File: src/rtl/uart_tx_pkg.sv
// Shared types and mux-select encoding for the UART transmit path.
// The select encoding is what the downstream TX output mux decodes.
package uart_tx_pkg;

  typedef enum logic [2:0] {
    IDLE,
    START,
    DATA,
    PARITY,
    STOP
  } tx_state_e;

  localparam logic [1:0] SEL_START = 2'b00;
  localparam logic [1:0] SEL_DATA  = 2'b01;
  localparam logic [1:0] SEL_PAR   = 2'b10;
  localparam logic [1:0] SEL_IDLE  = 2'b11;

  // STOP shares the idle select because both put a 1 on the line.
  function automatic logic [1:0] sel_of(input tx_state_e s);
    case (s)
      START:   return SEL_START;
      DATA:    return SEL_DATA;
      PARITY:  return SEL_PAR;
      default: return SEL_IDLE;
    endcase
  endfunction

endpackage

File: src/rtl/uart_tx_ctrl_if.sv
// Byte handshake plus per-bit mux controls between the upstream source,
// the frame controller and the TX output mux.
interface uart_tx_ctrl_if #(
  parameter int DATA_WIDTH = 8
);
  logic [DATA_WIDTH-1:0] P_DATA_CTRL;
  logic                  Data_Valid_CTRL;
  logic                  PAR_EN_CTRL;
  logic                  PAR_TYP_CTRL;
  logic [1:0]            mux_sel_CTRL;
  logic                  ser_data_CTRL;
  logic                  par_bit_CTRL;
  logic                  busy_CTRL;

  modport master (
    output P_DATA_CTRL, Data_Valid_CTRL, PAR_EN_CTRL, PAR_TYP_CTRL,
    input  mux_sel_CTRL, ser_data_CTRL, par_bit_CTRL, busy_CTRL
  );

  modport slave (
    input  P_DATA_CTRL, Data_Valid_CTRL, PAR_EN_CTRL, PAR_TYP_CTRL,
    output mux_sel_CTRL, ser_data_CTRL, par_bit_CTRL, busy_CTRL
  );
endinterface

File: src/rtl/uart_parity_calc.sv
// Combinational parity of one data word; par_typ=0 gives even, 1 gives odd.
module uart_parity_calc #(
  parameter int DATA_WIDTH = 8
) (
  input  logic [DATA_WIDTH-1:0] data,
  input  logic                  par_typ,
  output logic                  par_bit
);
  assign par_bit = (^data) ^ par_typ;
endmodule

File: src/rtl/uart_tx_ctrl.sv
// UART transmit frame controller: latches a byte, then walks start / data
// (LSB first) / optional parity / stop, one frame bit per clock.
module uart_tx_ctrl
  import uart_tx_pkg::*;
#(
  parameter int DATA_WIDTH = 8
) (
  input logic           CLK_CTRL,
  input logic           RST_CTRL,
  uart_tx_ctrl_if.slave bus
);
  localparam int CNT_W = (DATA_WIDTH > 2) ? $clog2(DATA_WIDTH) : 1;
  localparam logic [CNT_W-1:0] LAST_BIT = CNT_W'(DATA_WIDTH - 1);

  tx_state_e             state;
  logic [CNT_W-1:0]      bit_cnt;
  logic [DATA_WIDTH-1:0] shift_reg;
  logic                  par_en_q;
  logic                  par_bit_q;
  logic                  par_calc;
  logic                  accept;

  uart_parity_calc #(.DATA_WIDTH(DATA_WIDTH)) u_parity (
    .data    (bus.P_DATA_CTRL),
    .par_typ (bus.PAR_TYP_CTRL),
    .par_bit (par_calc)
  );

  // STOP also accepts so back-to-back frames need no idle cycle.
  assign accept = bus.Data_Valid_CTRL && (state == IDLE || state == STOP);

  // NOTE: all state updates use non-blocking assignments so every register samples pre-edge values.
  always_ff @(posedge CLK_CTRL) begin
    if (RST_CTRL) begin
      state     <= IDLE;
      bit_cnt   <= '0;
      shift_reg <= '0;
      par_en_q  <= 1'b0;
      par_bit_q <= 1'b0;
    end else begin
      case (state)
        IDLE, STOP: begin
          if (accept) begin
            state     <= START;
            shift_reg <= bus.P_DATA_CTRL;
            par_en_q  <= bus.PAR_EN_CTRL;
            par_bit_q <= par_calc;
          end else begin
            state <= IDLE;
          end
        end
        START: state <= DATA;
        DATA: begin
          shift_reg <= shift_reg >> 1;
          if (bit_cnt == LAST_BIT) begin
            bit_cnt <= '0;
            state   <= par_en_q ? PARITY : STOP;
          end else begin
            bit_cnt <= bit_cnt + 1'b1;
          end
        end
        PARITY:  state <= STOP;
        default: state <= IDLE;
      endcase
    end
  end

  // Moore outputs: decoded from the state register and datapath registers only.
  assign bus.mux_sel_CTRL  = sel_of(state);
  assign bus.busy_CTRL     = (state != IDLE);
  assign bus.ser_data_CTRL = shift_reg[0];
  assign bus.par_bit_CTRL  = par_bit_q;

endmodule
File: src/flat_wrapper.sv
// flat-port wrapper written by rule: the top's interface ports become plain ports
module uart_tx_ctrl_flat import uart_tx_pkg::*;
#(
  parameter int DATA_WIDTH = 8
)
  (CLK_CTRL, RST_CTRL, bus_P_DATA_CTRL, bus_Data_Valid_CTRL, bus_PAR_EN_CTRL, bus_PAR_TYP_CTRL, bus_mux_sel_CTRL, bus_ser_data_CTRL, bus_par_bit_CTRL, bus_busy_CTRL);
  uart_tx_ctrl_if #(.DATA_WIDTH(DATA_WIDTH)) bus_i ();
  input logic CLK_CTRL;
  input logic RST_CTRL;
  input wire logic [$bits(bus_i.P_DATA_CTRL)-1:0] bus_P_DATA_CTRL;
  input wire logic [$bits(bus_i.Data_Valid_CTRL)-1:0] bus_Data_Valid_CTRL;
  input wire logic [$bits(bus_i.PAR_EN_CTRL)-1:0] bus_PAR_EN_CTRL;
  input wire logic [$bits(bus_i.PAR_TYP_CTRL)-1:0] bus_PAR_TYP_CTRL;
  output wire logic [$bits(bus_i.mux_sel_CTRL)-1:0] bus_mux_sel_CTRL;
  output wire logic [$bits(bus_i.ser_data_CTRL)-1:0] bus_ser_data_CTRL;
  output wire logic [$bits(bus_i.par_bit_CTRL)-1:0] bus_par_bit_CTRL;
  output wire logic [$bits(bus_i.busy_CTRL)-1:0] bus_busy_CTRL;
  assign bus_i.P_DATA_CTRL = bus_P_DATA_CTRL;
  assign bus_i.Data_Valid_CTRL = bus_Data_Valid_CTRL;
  assign bus_i.PAR_EN_CTRL = bus_PAR_EN_CTRL;
  assign bus_i.PAR_TYP_CTRL = bus_PAR_TYP_CTRL;
  assign bus_mux_sel_CTRL = bus_i.mux_sel_CTRL;
  assign bus_ser_data_CTRL = bus_i.ser_data_CTRL;
  assign bus_par_bit_CTRL = bus_i.par_bit_CTRL;
  assign bus_busy_CTRL = bus_i.busy_CTRL;
  uart_tx_ctrl #(.DATA_WIDTH(DATA_WIDTH)) u_core (.CLK_CTRL(CLK_CTRL), .RST_CTRL(RST_CTRL), .bus(bus_i));
endmodule
File: config.mk
export PLATFORM = sky130hd
export DESIGN_NAME = uart_tx_ctrl_flat
export DESIGN_NICKNAME = d
export VERILOG_FILES = /design/src/rtl/uart_tx_pkg.sv /design/src/rtl/uart_tx_ctrl_if.sv /design/src/rtl/uart_parity_calc.sv /design/src/rtl/uart_tx_ctrl.sv /design/src/flat_wrapper.sv
export SDC_FILE = /design/constraint.sdc
export NUM_CORES = 1
export LEC_CHECK = 0
export CAP_MARGIN = 20
export CORE_UTILIZATION = 47
export DETAILED_ROUTE_END_ITERATION = 16
export GPL_TIMING_DRIVEN = 0
export PLACE_DENSITY = 0.86
export SETUP_SLACK_MARGIN = 0.05
export SLEW_MARGIN = 20
export SYNTH_ARGS = -nofsm -noshare
export SYNTH_HDL_FRONTEND = slang
export SYNTH_SLANG_ARGS = --single-unit
File: constraint.sdc
create_clock -name CLK_CTRL -period 1.9 [get_ports CLK_CTRL]
set_clock_uncertainty 0.15 [all_clocks]
set_input_delay 0.285 -clock CLK_CTRL [delete_from_list [all_inputs] [get_ports CLK_CTRL]]
set_output_delay 0.285 -clock CLK_CTRL [all_outputs]
set_load 0.005 [all_outputs]
After elaboration in Yosys (flattened, before gate mapping)
Index checks and enable logic that the tools add are counted.
{"block": "word_totals", "romBits": 0, "mem_bits_rw": 0, "latch_bits": 0, "elab_cells": 31, "output_inout_bits": 5, "inputBits": 13, "ff_bits": 16, "mem_count": 0}
{"block": "op_classes", "add_sub_neg": 1, "n_eq_ne": 7, "shifts": 0, "multipliers": 0, "n_div": 0, "n_mux": 8, "order_cmp": 0, "n_bitwise": 1, "reduce_logical": 9}
{"cell": "8-bit case mux with 2 select lines", "count": 1}
{"cell": "3-bit case mux with 4 select lines", "count": 1}
{"cell": "3-bit two-way mux", "count": 3}
{"cell": "8-bit two-way mux", "count": 1}
{"cell": "8-bit XOR reduction", "count": 1}
{"cell": "3-bit by 2-bit == test with 1-bit output (second input constant)", "count": 2}
{"cell": "3-bit == test (second input constant)", "count": 2}
{"cell": "2-bit case mux with 3 select lines", "count": 1}
{"cell": "2-bit by 1-bit != test with 1-bit output (second input constant)", "count": 2}
{"cell": "2-bit AND reduction", "count": 2}
{"cell": "3-bit by 1-bit adder with 3-bit output (second input constant)", "count": 1}
{"cell": "3-bit by 1-bit == test with 1-bit output (second input constant)", "count": 1}
{"cell": "3-bit logical NOT", "count": 1}
{"cell": "3-bit nonzero test", "count": 1}
{"cell": "2-bit nonzero test", "count": 1}
{"cell": "2-bit OR reduction", "count": 1}
{"cell": "1-bit logical AND", "count": 1}
{"cell": "1-bit logical OR", "count": 1}
{"cell": "1-bit two-way mux", "count": 1}
{"cell": "1-bit XOR", "count": 1}

Longest topological paths before layout
{"block": "logic_depth", "word_depth": 5, "mapped_depth": 5, "depth_no_buf": 5}

Modules after synthesis
From an unflattened synthesis, not the netlist that was laid out.
{"block": "hier_totals", "cells_unflattened": 87, "hier_area_um2": 762.0}
{"mod": "uart_tx_ctrl", "area_each_um2": 679.4, "instances": 1, "seq_area_each_um2": 320.3, "cells_each": 80}
{"mod": "uart_parity_calc", "area_each_um2": 82.6, "instances": 1, "seq_area_each_um2": 0.0, "cells_each": 7}

Least setup slack after synthesis
Ideal clock, no wire load.
{"block": "synth_path", "path_kind": "register -> output", "start": "reg u_core.state[0]", "end": "out bus_busy_CTRL", "path_stages_with_launch": 3, "n_path_buf": 1, "arrival_time_ns": 0.915, "t_required_ns": 1.465, "setup_slack_ns": 0.550, "cell_sequence": "dfxtp_1 -> buf_2 -> or3_2"}
{"block": "synth_between", "elab_chain_len": 1}
{"element": "start: declaration", "line_no": "uart_tx_ctrl.sv:15", "rtl": "tx_state_e state;"}
{"element": "start signal: assignment", "line_no": "uart_tx_ctrl.sv:57", "rtl": "state <= par_en_q ? PARITY : STOP;"}
{"element": "3-bit nonzero test", "line_no": "uart_tx_ctrl.sv:70", "rtl": "assign bus.busy_CTRL = (state != IDLE);"}
{"element": "end: declaration", "line_no": "flat_wrapper.sv:17", "rtl": "output wire logic [$bits(bus_i.busy_CTRL)-1:0] bus_busy_CTRL;"}
No other way between the ends.

Worst setup path after layout
Ends and elaborated chain as after synthesis.

==> out/qor.csv <==
stage;metric;value;unit
layout;fin_nets;121;
layout;n_fill_cell;140;
clock_network;cts.path.max_buffers;2;
sta;worstMarginPinSlew;0.551;ns
clock_network;clock_latency;0.29;ns
global_routing;grt_pass1_vias;630;
synthesis;yosysUniqueCellTypes;25;
worst_hold_path;hold_class;in2reg;
setup_path;cp_max_fo;8;
synthesis;synth_top_cell_by_area;dfxtp_1;
global_routing;grt.met3_usage;0.0255;
sta;timing.fmax;0.569;GHz
global_routing;antenna_found_initial;0;
clock_network;h-tree-depth;1;
synthesis;synth_edf_count;0;
power_and_ir_drop;peakVddDrop;539;uV
floorplan;rows;14;
floorplan;fp.dieH;42.7;um
synthesis;synth_flop_cell;dfxtp_1;
sta;setup_viol;0;
global_routing;track_usage;0.188;
power_and_ir_drop;p_per_area;787;nW/um^2
layout;largest_reg_flops;8;
placed_design;pre_cts_ws;0.00940;ns
global_routing;grtUsageMet1;0.243;
layout;synthToLayoutAreaGrowth;28.2;%
sta;rsz0062_at_grt;false;
global_routing;grt-ovfl-total;0;
floorplan;initial_utilization;0.510;
layout;fin_cells;121;
synthesis;ys_seq_area_frac;0.412;
sta;period_minus_slack;1.76;ns
setup_path;startpoint_type;flip-flop;
clock_network;cts_tree;built;
synthesis;synthTopCellsByCount;dfxtp_1, a21oi_1, nand2_1;
sta;finalHoldViolations;0;
synthesis;synthesis.yosys.warnings;0;
clock_network;clk_pin_slew;0.10;ns
route;wl_per_cell;12.1;um
route;wirelength;1460;um
placed_design;gp_congestion;0.738;
sta;fin_tns_setup;0;ns
synthesis;netlist_top_cells_area;dfxtp_1, a21oi_1, a22oi_1, nand2_1, xnor2_1;
global_routing;grt_max_degree;11;
setup_path;cp.required;1.46;ns
clock_network;cts_buffers;3;
sta;finalMaxSlewViolations;0;
setup_path;end_kind;primary output;
sta;slew_headroom;0.631;
placed_design;port_buffers;16;
setup_path;crit_arrival;1.32;ns
route;vias;671;
floorplan;fp.dieW;42.7;um
setup_path;worstSetupPathType;reg2out;
synthesis;syn_inst;85;
clock_network;cts_setup_buffers;0;
synthesis;synth_top_area_frac;0.412;
route;drc;0;
synthesis;synth_nets;100;
placed_design;hpwl;1080;um
synthesis;synth_seq_cells;16;
layout;design_area;996;um^2
clock_network;cts_sinks;16;
synthesis;synthMostInstantiatedCell;dfxtp_1;
floorplan;io-pin-count;18;
flow_run;maxCapViolations;0;
global_routing;grt_use_met2;0.306;
global_routing;grt_pass1_wl;2600;um
synthesis;syn_area_per_cell;9.14;um^2
route;antenna_left;0;
power_and_ir_drop;finalPower;0.784;mW
sta;whs;0.194;ns
outcome;outcome;completed;
floorplan;die-area;1820;um^2
placed_design;placed_cell_area;957;um^2
layout;final_layout_size_suffix_gt1_frac;0.152;
sta;fin_ws;0.143;ns
sta;period_share;0.925;
route;drt_iter0_markers;24;
route;vias_per_cell;5.55;
global_routing;top_usage_layer;met2;
layout;fin_util;0.654;
synthesis;async_flop_share;0;
power_and_ir_drop;leakagePower;0.391;nW
layout;diodes;0;
floorplan;core_area;1520;um^2
synthesis;syn_area;777;um^2
route;dr.pass1.iters;4;
placed_design;place_inst;117;
clock_network;root_buffer;clkbuf_4;
-- routing by layer --
layer  wire length, um  part of all wire
met1               668              0.46
met2               717              0.49
met5                 0                 0
met3                62             0.042
met4                14            0.0096
-- worst max-delay path, cell delays in order, from the launching register on --
cell and delay [ns]:
dfxtp_2 0.33, buf_6 0.13, or3_2 0.46, clkbuf_2 0.12
-- layout by cell type, fill, tap and decap left out, types with 2 or more instances in the layout --
cell type        instances
a21oi_1                 13
a22oi_1                  8
clkbuf_1                 2
clkbuf_4                 3
clkdlybuf4s50_1         14
dfxtp_1                 14
dfxtp_2                  2
ha_1                     2
nand2_1                 12
nand2b_1                 3
nor2_1                   6
nor3_2                   2
xnor2_1                  3
xor2_1                   3
-- logic make-up (layout without fill, tap and decap cells) --
logic type,after synthesis,count (layout),share of synthesized area
AO/OA/AOI/OAI,22,22,0.172
multiplexers,1,1,0.0129
flip-flops,16,16,0.412
AND/OR/NAND/NOR,31,31,0.237
XOR/XNOR,7,7,0.0966
adder cells (fa/ha/maj),2,2,0.0322
buffers and inverters,6,26,0.0370
-- final cells by class --
| cell class | instances | area [um^2] | share of cell area |
|---|---|---|---|
| clock buffer | 4 | 36.3 | 0.0364 |
| timing repair buffer | 16 | 154 | 0.155 |
| tap | 16 | 20.0 | 0.0201 |
| multi-input combinational | 63 | 428 | 0.430 |
| inverter | 1 | 3.75 | 0.00377 |
| sequential | 16 | 323 | 0.324 |
| buffer | 5 | 31.3 | 0.0314 |
-- worst paths after layout --
path | startpoint | endpoint | slack [ns] | depth (start not counted)
max | u_core.state[0]$_SDFFE_PP0P_ | bus_busy_CTRL | 0.14 | 3
min | RST_CTRL | u_core.shift_reg[5]$_SDFFE_PP0P_ | 0.19 | 2
max reg2reg | u_core.state[1]$_SDFFE_PP0P_ | u_core.shift_reg[1]$_SDFFE_PP0P_ | 0.37 | 4
min reg2reg | u_core.shift_reg[0]$_SDFFE_PP0P_ | u_core.shift_reg[0]$_SDFFE_PP0P_ | 0.31 | 2
-- where the power goes --
part / leakage (nW) / internal (mW) / total (mW) / switching, mW
combinational: 0.239 / 0.103 / 0.185 / 0.0825
clock: 0.0210 / 0.117 / 0.221 / 0.104
sequential: 0.132 / 0.361 / 0.379 / 0.0171
-- timing repair --
item,in CTS,in global routing
gates cloned,0,0
gates resized for setup,4,4
hold endpoints to repair,0,0
setup endpoints to repair,2,2
hold buffers,0,0
No activity file was read; power rests on OpenSTA's default activity.
